==> src/rtl/als_spi_master.sv <==
// SPI initiator for the PMOD ALS sensor: free-running SCK, CS framing of 16-bit
// read-only frames, extraction of the 8-bit light value plus a framing-error flag.
module als_spi_master #(
    parameter int DIV     = 8,
    parameter int GAP_SCK = 2
) (
    input  logic        clk,
    input  logic        rst_n,
    input  logic        start,
    input  logic        auto_en,
    output logic        busy,
    output logic        cs,
    output logic        sck,
    input  logic        sdo,
    output logic [15:0] raw,
    output logic [7:0]  value,
    output logic        err,
    output logic        valid
);
    localparam logic [7:0] DIV_M1 = 8'(DIV - 1);
    localparam logic [3:0] GAP_M1 = 4'(GAP_SCK - 1);

    typedef enum logic [1:0] {IDLE, ARM, SHIFT, GAP} state_t;

    state_t      state_q, state_d;
    logic [7:0]  div_cnt_q, div_cnt_d;
    logic        sck_q, sck_d;
    logic        cs_q, cs_d;
    logic        busy_q, busy_d;
    logic        pend_q, pend_d;
    logic [3:0]  bit_cnt_q, bit_cnt_d;
    logic [3:0]  gap_cnt_q, gap_cnt_d;
    logic [15:0] shreg_q, shreg_d;
    logic        load_q, load_d;
    logic [15:0] raw_q, raw_d;
    logic [7:0]  value_q, value_d;
    logic        err_q, err_d;
    logic        valid_q, valid_d;
    logic        wrap, rise;

    always_comb begin
        wrap      = (div_cnt_q == DIV_M1);
        rise      = wrap & ~sck_q;
        div_cnt_d = wrap ? 8'd0 : div_cnt_q + 8'd1;
        sck_d     = wrap ? ~sck_q : sck_q;

        state_d   = state_q;
        cs_d      = cs_q;
        busy_d    = busy_q;
        bit_cnt_d = bit_cnt_q;
        gap_cnt_d = gap_cnt_q;
        shreg_d   = shreg_q;
        load_d    = 1'b0;
        // Only one extra request is remembered while a frame is in flight.
        pend_d    = pend_q | (start & (state_q != IDLE));

        valid_d   = load_q;
        raw_d     = raw_q;
        value_d   = value_q;
        err_d     = err_q;
        if (load_q) begin
            raw_d   = shreg_q;
            value_d = shreg_q[11:4];
            err_d   = (shreg_q[15:12] != 4'd0) | (shreg_q[3:0] != 4'd0);
        end

        case (state_q)
            IDLE: begin
                if (start | auto_en | pend_q) begin
                    state_d = ARM;
                    busy_d  = 1'b1;
                    pend_d  = 1'b0;
                end
            end
            ARM: begin
                if (rise) begin
                    cs_d      = 1'b0;
                    bit_cnt_d = 4'd0;
                    state_d   = SHIFT;
                end
            end
            SHIFT: begin
                if (rise) begin
                    shreg_d   = {shreg_q[14:0], sdo};
                    bit_cnt_d = bit_cnt_q + 4'd1;
                    if (bit_cnt_q == 4'd15) begin
                        cs_d      = 1'b1;
                        load_d    = 1'b1;
                        gap_cnt_d = 4'd0;
                        state_d   = GAP;
                    end
                end
            end
            GAP: begin
                if (rise) begin
                    if (gap_cnt_q == GAP_M1) begin
                        // A follow-on frame reuses this rise as its arming edge,
                        // so CS stays high for exactly GAP_SCK SCK periods.
                        if (auto_en | pend_q) begin
                            pend_d    = 1'b0;
                            cs_d      = 1'b0;
                            bit_cnt_d = 4'd0;
                            state_d   = SHIFT;
                        end else begin
                            busy_d  = 1'b0;
                            state_d = IDLE;
                        end
                    end else begin
                        gap_cnt_d = gap_cnt_q + 4'd1;
                    end
                end
            end
            default: state_d = IDLE;
        endcase
    end

    always_ff @(posedge clk or negedge rst_n) begin
        if (!rst_n) begin
            state_q   <= IDLE;
            div_cnt_q <= 8'd0;
            sck_q     <= 1'b0;
            cs_q      <= 1'b1;
            busy_q    <= 1'b0;
            pend_q    <= 1'b0;
            bit_cnt_q <= 4'd0;
            gap_cnt_q <= 4'd0;
            shreg_q   <= 16'd0;
            load_q    <= 1'b0;
            raw_q     <= 16'd0;
            value_q   <= 8'd0;
            err_q     <= 1'b0;
            valid_q   <= 1'b0;
        end else begin
            state_q   <= state_d;
            div_cnt_q <= div_cnt_d;
            sck_q     <= sck_d;
            cs_q      <= cs_d;
            busy_q    <= busy_d;
            pend_q    <= pend_d;
            bit_cnt_q <= bit_cnt_d;
            gap_cnt_q <= gap_cnt_d;
            shreg_q   <= shreg_d;
            load_q    <= load_d;
            raw_q     <= raw_d;
            value_q   <= value_d;
            err_q     <= err_d;
            valid_q   <= valid_d;
        end
    end

    assign busy  = busy_q;
    assign cs    = cs_q;
    assign sck   = sck_q;
    assign raw   = raw_q;
    assign value = value_q;
    assign err   = err_q;
    assign valid = valid_q;
endmodule
==> config.mk <==
export PLATFORM = sky130hd
export DESIGN_NAME = als_spi_master
export DESIGN_NICKNAME = d
export VERILOG_FILES = /design/src/rtl/als_spi_master.sv
export SDC_FILE = /design/constraint.sdc
export NUM_CORES = 1
export LEC_CHECK = 0
export BUFFER_PORTS_ARGS = -buffer_cell sky130_fd_sc_hd__buf_2
export CORE_ASPECT_RATIO = 0.6
export CORE_UTILIZATION = 50
export DETAILED_ROUTE_END_ITERATION = 7
export PLACE_DENSITY = 0.73
export SYNTH_ARGS = -nofsm -noshare
export SYNTH_HDL_FRONTEND = slang
export SYNTH_SLANG_ARGS = --single-unit
export TNS_END_PERCENT = 50
==> constraint.sdc <==
create_clock -name clk -period 2.1 [get_ports clk]
set_clock_uncertainty 0.2 [all_clocks]
set_input_delay 0.42 -clock clk [delete_from_list [all_inputs] [get_ports clk]]
set_output_delay 0.42 -clock clk [all_outputs]
set_load 0.005 [all_outputs]
# --- Word level (Yosys, flattened, before mapping) ---
# Index checks and enable logic that the tools add are counted.
word_totals:
  register_bits: 65
  input_bits: 5
  out_inout_bits: 29
  word_cells: 93
classes:
  n_addsub: 3
  n_eq_ne: 15
  muxes: 40
  bitwise_logic: 8
  n_reduce_logical: 13
ops:
  columns: ["operator", "n"]
  rows:
  - ["4-bit two-way mux", 9]
  - ["2-bit != test, second input constant", 9]
  - ["1-bit two-way mux", 17]
  - ["2-bit two-way mux", 7]
  - ["4-bit one-hot mux with 3 select lines", 1]
  - ["6-bit AND reduction", 2]
  - ["5-bit AND reduction", 2]
  - ["4-bit by 1-bit adder with 4-bit output, second input constant", 2]
  - ["8-bit by 1-bit adder with 8-bit output, second input constant", 1]
  - ["8-bit by 3-bit == test with 1-bit output, second input constant", 1]
  - ["8-bit two-way mux", 1]
  - ["2-bit one-hot mux with 4 select lines", 1]
  - ["4-bit one-hot mux with 2 select lines", 1]
  - ["4-bit nonzero test", 2]
  - ["7-bit AND reduction", 1]
  - ["2-bit nonzero test", 3]
  - ["1-bit bitwise OR", 5]
  - ["2-bit == test, second input constant", 2]
  - ["4-bit by 1-bit == test with 1-bit output, second input constant", 1]
  - ["4-bit == test, second input constant", 1]
  - ["1-bit one-hot mux with 2 select lines", 2]
  - ["1-bit one-hot mux with 3 select lines", 1]
  - ["3-bit nonzero test", 1]
  - ["1-bit bitwise AND", 2]
  - ["other kinds (4)", 4]

# --- Logic depth before layout (Yosys ltp) ---
depth:
  depth_word: 7
  ltp_mapped: 7
  ltp_nobuf: 6

# --- Worst setup path after synthesis ---
# No wires, ideal clock.
synth_timing:
  path_type: "register to register"
  startpoint: "register gap_cnt_q[1]"
  endpoint: "register bit_cnt_q[2]"
  setup_time_ps: 137
  arrival_ps: 1675
  required_ps: 1763
  path_slack_ps: 88
  path_stages_with_launch: 8
  n_path_buf: 1
  period_less_slack_ps: 2012
  cell_sequence: "dfrtp_1 inv_1 ha_1 or3b_1 clkbuf_1 o21a_1 o41ai_1 o31ai_1"
synth_via:
  elab_chain_cells: 3
synth_lines:
  columns: ["element", "line", "source"]
  rows:
  - ["start: declaration", "32", "logic [3:0] gap_cnt_q, gap_cnt_d;"]
  - ["start signal: assignment", "141", "gap_cnt_q <= gap_cnt_d;"]
  - ["4-bit by 1-bit == test with 1-bit output", "96", "if (gap_cnt_q == GAP_M1) begin"]
  - ["2-bit != test (no source line)", null, null]
  - ["6-bit AND reduction (no source line)", null, null]
  - ["end signal: assignment", "140", "bit_cnt_q <= bit_cnt_d;"]
  - ["end: declaration", "31", "logic [3:0] bit_cnt_q, bit_cnt_d;"]
# No other way between the ends.
# A chain may end at the register's enable or synchronous reset.

# --- Final worst setup path ---
# Same ends and word-level chain as after synthesis.

==> results.ini <==
[timing]
max_freq_mhz=482
slew_violations=0
setup_viol=0
min_period_over_period=0.987
finalCriticalPeriod_ns=2.07
worst_pin_slew_ns=0.478
maxSlewHeadroom=0.679
hold_viol_final=0
timing.hold.ws_ns=0.131
rsz0062_at_grt=true

[hold_path]
hold_depth=2
hold_class=in2reg
worstHoldEndpoint=shreg_q[0]$_DFFE_PN0P_
min_from=sdo

[floorplanning]
die_width_um=97.4
io_pins=34
die_area_um2=5770
die_h_um=59.2
initial_core_util=0.530
core_um2=5150
row_count=20

[critical_path]
r2r-end=bit_cnt_q[2]$_DFFE_PN0P_
arrival_ns=2.07
critPathLaunchType=flop
ff2ff_setup_slack_ns=0.03
cpMaxStageDelayCell=or3b_4
r2r_cells=6
startpoint=gap_cnt_q[1]$_DFFE_PN0P_
critPathKind=reg2reg
cp_cell_sequence=inv_2 -> ha_4 -> or3b_4 -> o21a_4 -> o41ai_4 -> o31ai_1
required_ns=2.09
r2r_start=gap_cnt_q[1]$_DFFE_PN0P_
critPathMaxStageDelay_ns=0.42
crit_fanout=6
end_kind=flop

[logic_synthesis]
synthCells=216
avgSynthCellArea_um2=12.6
synth_area_um2=2730
netlist_top_cells_count=56 x dfrtp_1, 32 x mux2_2, 11 x nor2_1, 9 x nand3_1
synth_top_family_by_area=multiplexers
yosys.area_share.simple=0.125
synth_xor_area_frac=0.0192
synthArstFlopShare=1.00
synth_compound_area_frac=0.116
ys.flop_type=dfrtp_1
syn_nets=229
ys_warn_count=0
yosysTopAreaCellShare=0.513
seq_area_frac_synth=0.523
netlist_top_cells_area=dfrtp_1 51%, mux2_2 13%, ha_1 3.7%
yosysMostFrequentCell=dfrtp_1
synth_top_cell_by_area=dfrtp_1
ys_types=49
ys_seq_elements=57
synthAdderAreaFrac=0.0367
synth_edf_count=0
synth.area.mux_share=0.136

[place]
dpl-instance-area_um2=3010
gp_congestion=0.913
port_buffers=33
hpwl_um=3560
place_inst=314

[clock_tree]
cts_tree=built
clockBufferDepth=2
cts_sinks=57
cts_root_buf=clkbuf_8
htree_levels=3
cts.clk_slew.worst_paths_ns=0.07
numCtsBuffers=9
worst_skew_pair.late_latency_ns=0.33

[power_and_ir_drop]
power_uw=3040
leakage_uw=0.00163
vdd_drop_max_mv=0.489
p_per_area_nw_per_um2=919

[detailed_routing]
dr.pass1.iters=4
routed_via_density=5.43
wl_per_cell_um=15.3
ant_nets=0
num_vias=1807
drt-total-wl_um=5110
drc=0
drtIter0Drc=110

[grt]
grt_pass1_wl_um=8390
antenna_found_initial=0
grt_pass1_vias=1666
grt_usage=0.191
grt_start_max_net_pins=58
global_route.overflow_total=0

[final_layout]
fill_cells=386
antennaDiodeCount=0
fin_nets=275
syn_to_final_growth_pct=21.1
instances_no_fill=333
drive_gt1_frac=0.431
fin_area_um2=3310

[flow_run]
maxCapViolCount=0

[status]
status=finished clean

## worst max-delay path by stage
stage	end	slack (ns)	depth (start not counted)
after detailed placement	bit_cnt_q[2]$_DFFE_PN0P_	-0.02	6
after floorplan	bit_cnt_q[2]$_DFFE_PN0P_	0.09	7
final	bit_cnt_q[2]$_DFFE_PN0P_	0.03	6
after global routing	bit_cnt_q[2]$_DFFE_PN0P_	-0.07	6
after CTS	bit_cnt_q[3]$_DFFE_PN0P_	0.007	4
after global placement	bit_cnt_q[3]$_DFFE_PN0P_	0.03	6
## power breakdown
group,internal (uW),switching [uW]
Combinational,297,414
Sequential,1150,61.6
Clock,667,442
## critical path, delay by kind of cell (launching register included)
family | cells | cell delay (ns)
buffers and inverters | 1 | 0.09
flip-flops | 1 | 0.41
adder cells (fa/ha/maj) | 1 | 0.12
AND/OR/NAND/NOR | 1 | 0.42
AO/OA/AOI/OAI | 3 | 0.72
## kinds of logic (layout without fill, tap and decap cells)
kind of cell / after synthesis / count (layout)
DFF: 57 / 57
and+or+nand+nor: 53 / 53
AOI/OAI and AO/OA: 37 / 37
muxes: 33 / 33
buffers and inverters: 22 / 73
adders and majority gates: 8 / 8
xor gates and xnor gates: 6 / 6
## layout make-up
cell class / count / area [um2] / area share
well taps: 66 / 82.6 / 0.0250
clock buffers: 9 / 124 / 0.0375
inverters: 7 / 26.3 / 0.00795
flip-flops and latches: 57 / 1430 / 0.432
repair buffers: 50 / 320 / 0.0969
clock inverters: 7 / 95.1 / 0.0288
multi-input cells: 137 / 1230 / 0.372
## layer usage
metal | GRT usage | vias to the layer above | share of wire
met5 | 0 | - | 0
met4 | 0.0714 | 0 | 0.012
met3 | 0.0507 | 8 | 0.050
met2 | 0.257 | 50 | 0.41
met1 | 0.293 | 869 | 0.53
li1 | - | 880 | -
## metrics by stage
stage	util	TNS (ns)	worst slack (ns)
5_1_grt	0.641	-0.246	-0.0746
3_5_place_dp	0.584	-0.0180	-0.0180
2_1_floorplan	-	0	0.0883
3_3_place_gp	0.584	0	0.0287
4_1_cts	0.631	0	0.00691
6_report	0.641	0	0.0273
## flip-flops by register name, indices dropped and copies added, names as in the netlist
register / cells
raw: 16
shreg_q: 16
div_cnt_q: 8
bit_cnt_q: 4
gap_cnt_q: 4
state_q: 2
busy: 1
cs: 1
err: 1
load_q: 1
pend_q: 1
sck: 1
valid: 1
## timing repair
action,in CTS,in global routing
gates resized for setup,2,9
hold buffers,1,0
endpoints found under the hold margin,56,0
endpoints found under the setup margin,3,10
buffers inserted,0,2
pin swaps,0,2
## placed cells by master (no fill, tap or decap), types with 2 or more instances in the layout
cell type / Yosys / final
o21ai_0: 4 / 3
a21boi_0: 2 / 2
clkbuf_8: 0 / 9
a21oi_1: 7 / 7
nand3_2: 2 / 2
nor3b_1: 2 / 2
and3_1: 4 / 4
clkinv_4: 0 / 2
a31oi_1: 2 / 2
clkinv_2: 0 / 2
nor2_1: 11 / 11
ha_1: 8 / 6
nor4_1: 2 / 2
nor3_1: 3 / 3
o21ai_1: 1 / 2
dfrtp_1: 56 / 56
nand4_1: 2 / 2
buf_12: 0 / 2
buf_4: 8 / 14
nand3_1: 9 / 9
nand2_1: 7 / 7
buf_2: 1 / 33
inv_1: 7 / 6
xnor2_1: 5 / 5
a221o_1: 2 / 2
o41ai_1: 3 / 2
nor2b_1: 2 / 2
bufinv_16: 0 / 2
a21o_1: 2 / 2
o2bb2ai_1: 3 / 3
o31ai_1: 3 / 3
mux2_2: 32 / 32
o41ai_4: 1 / 2
No activity file was read; power rests on OpenSTA's default activity.
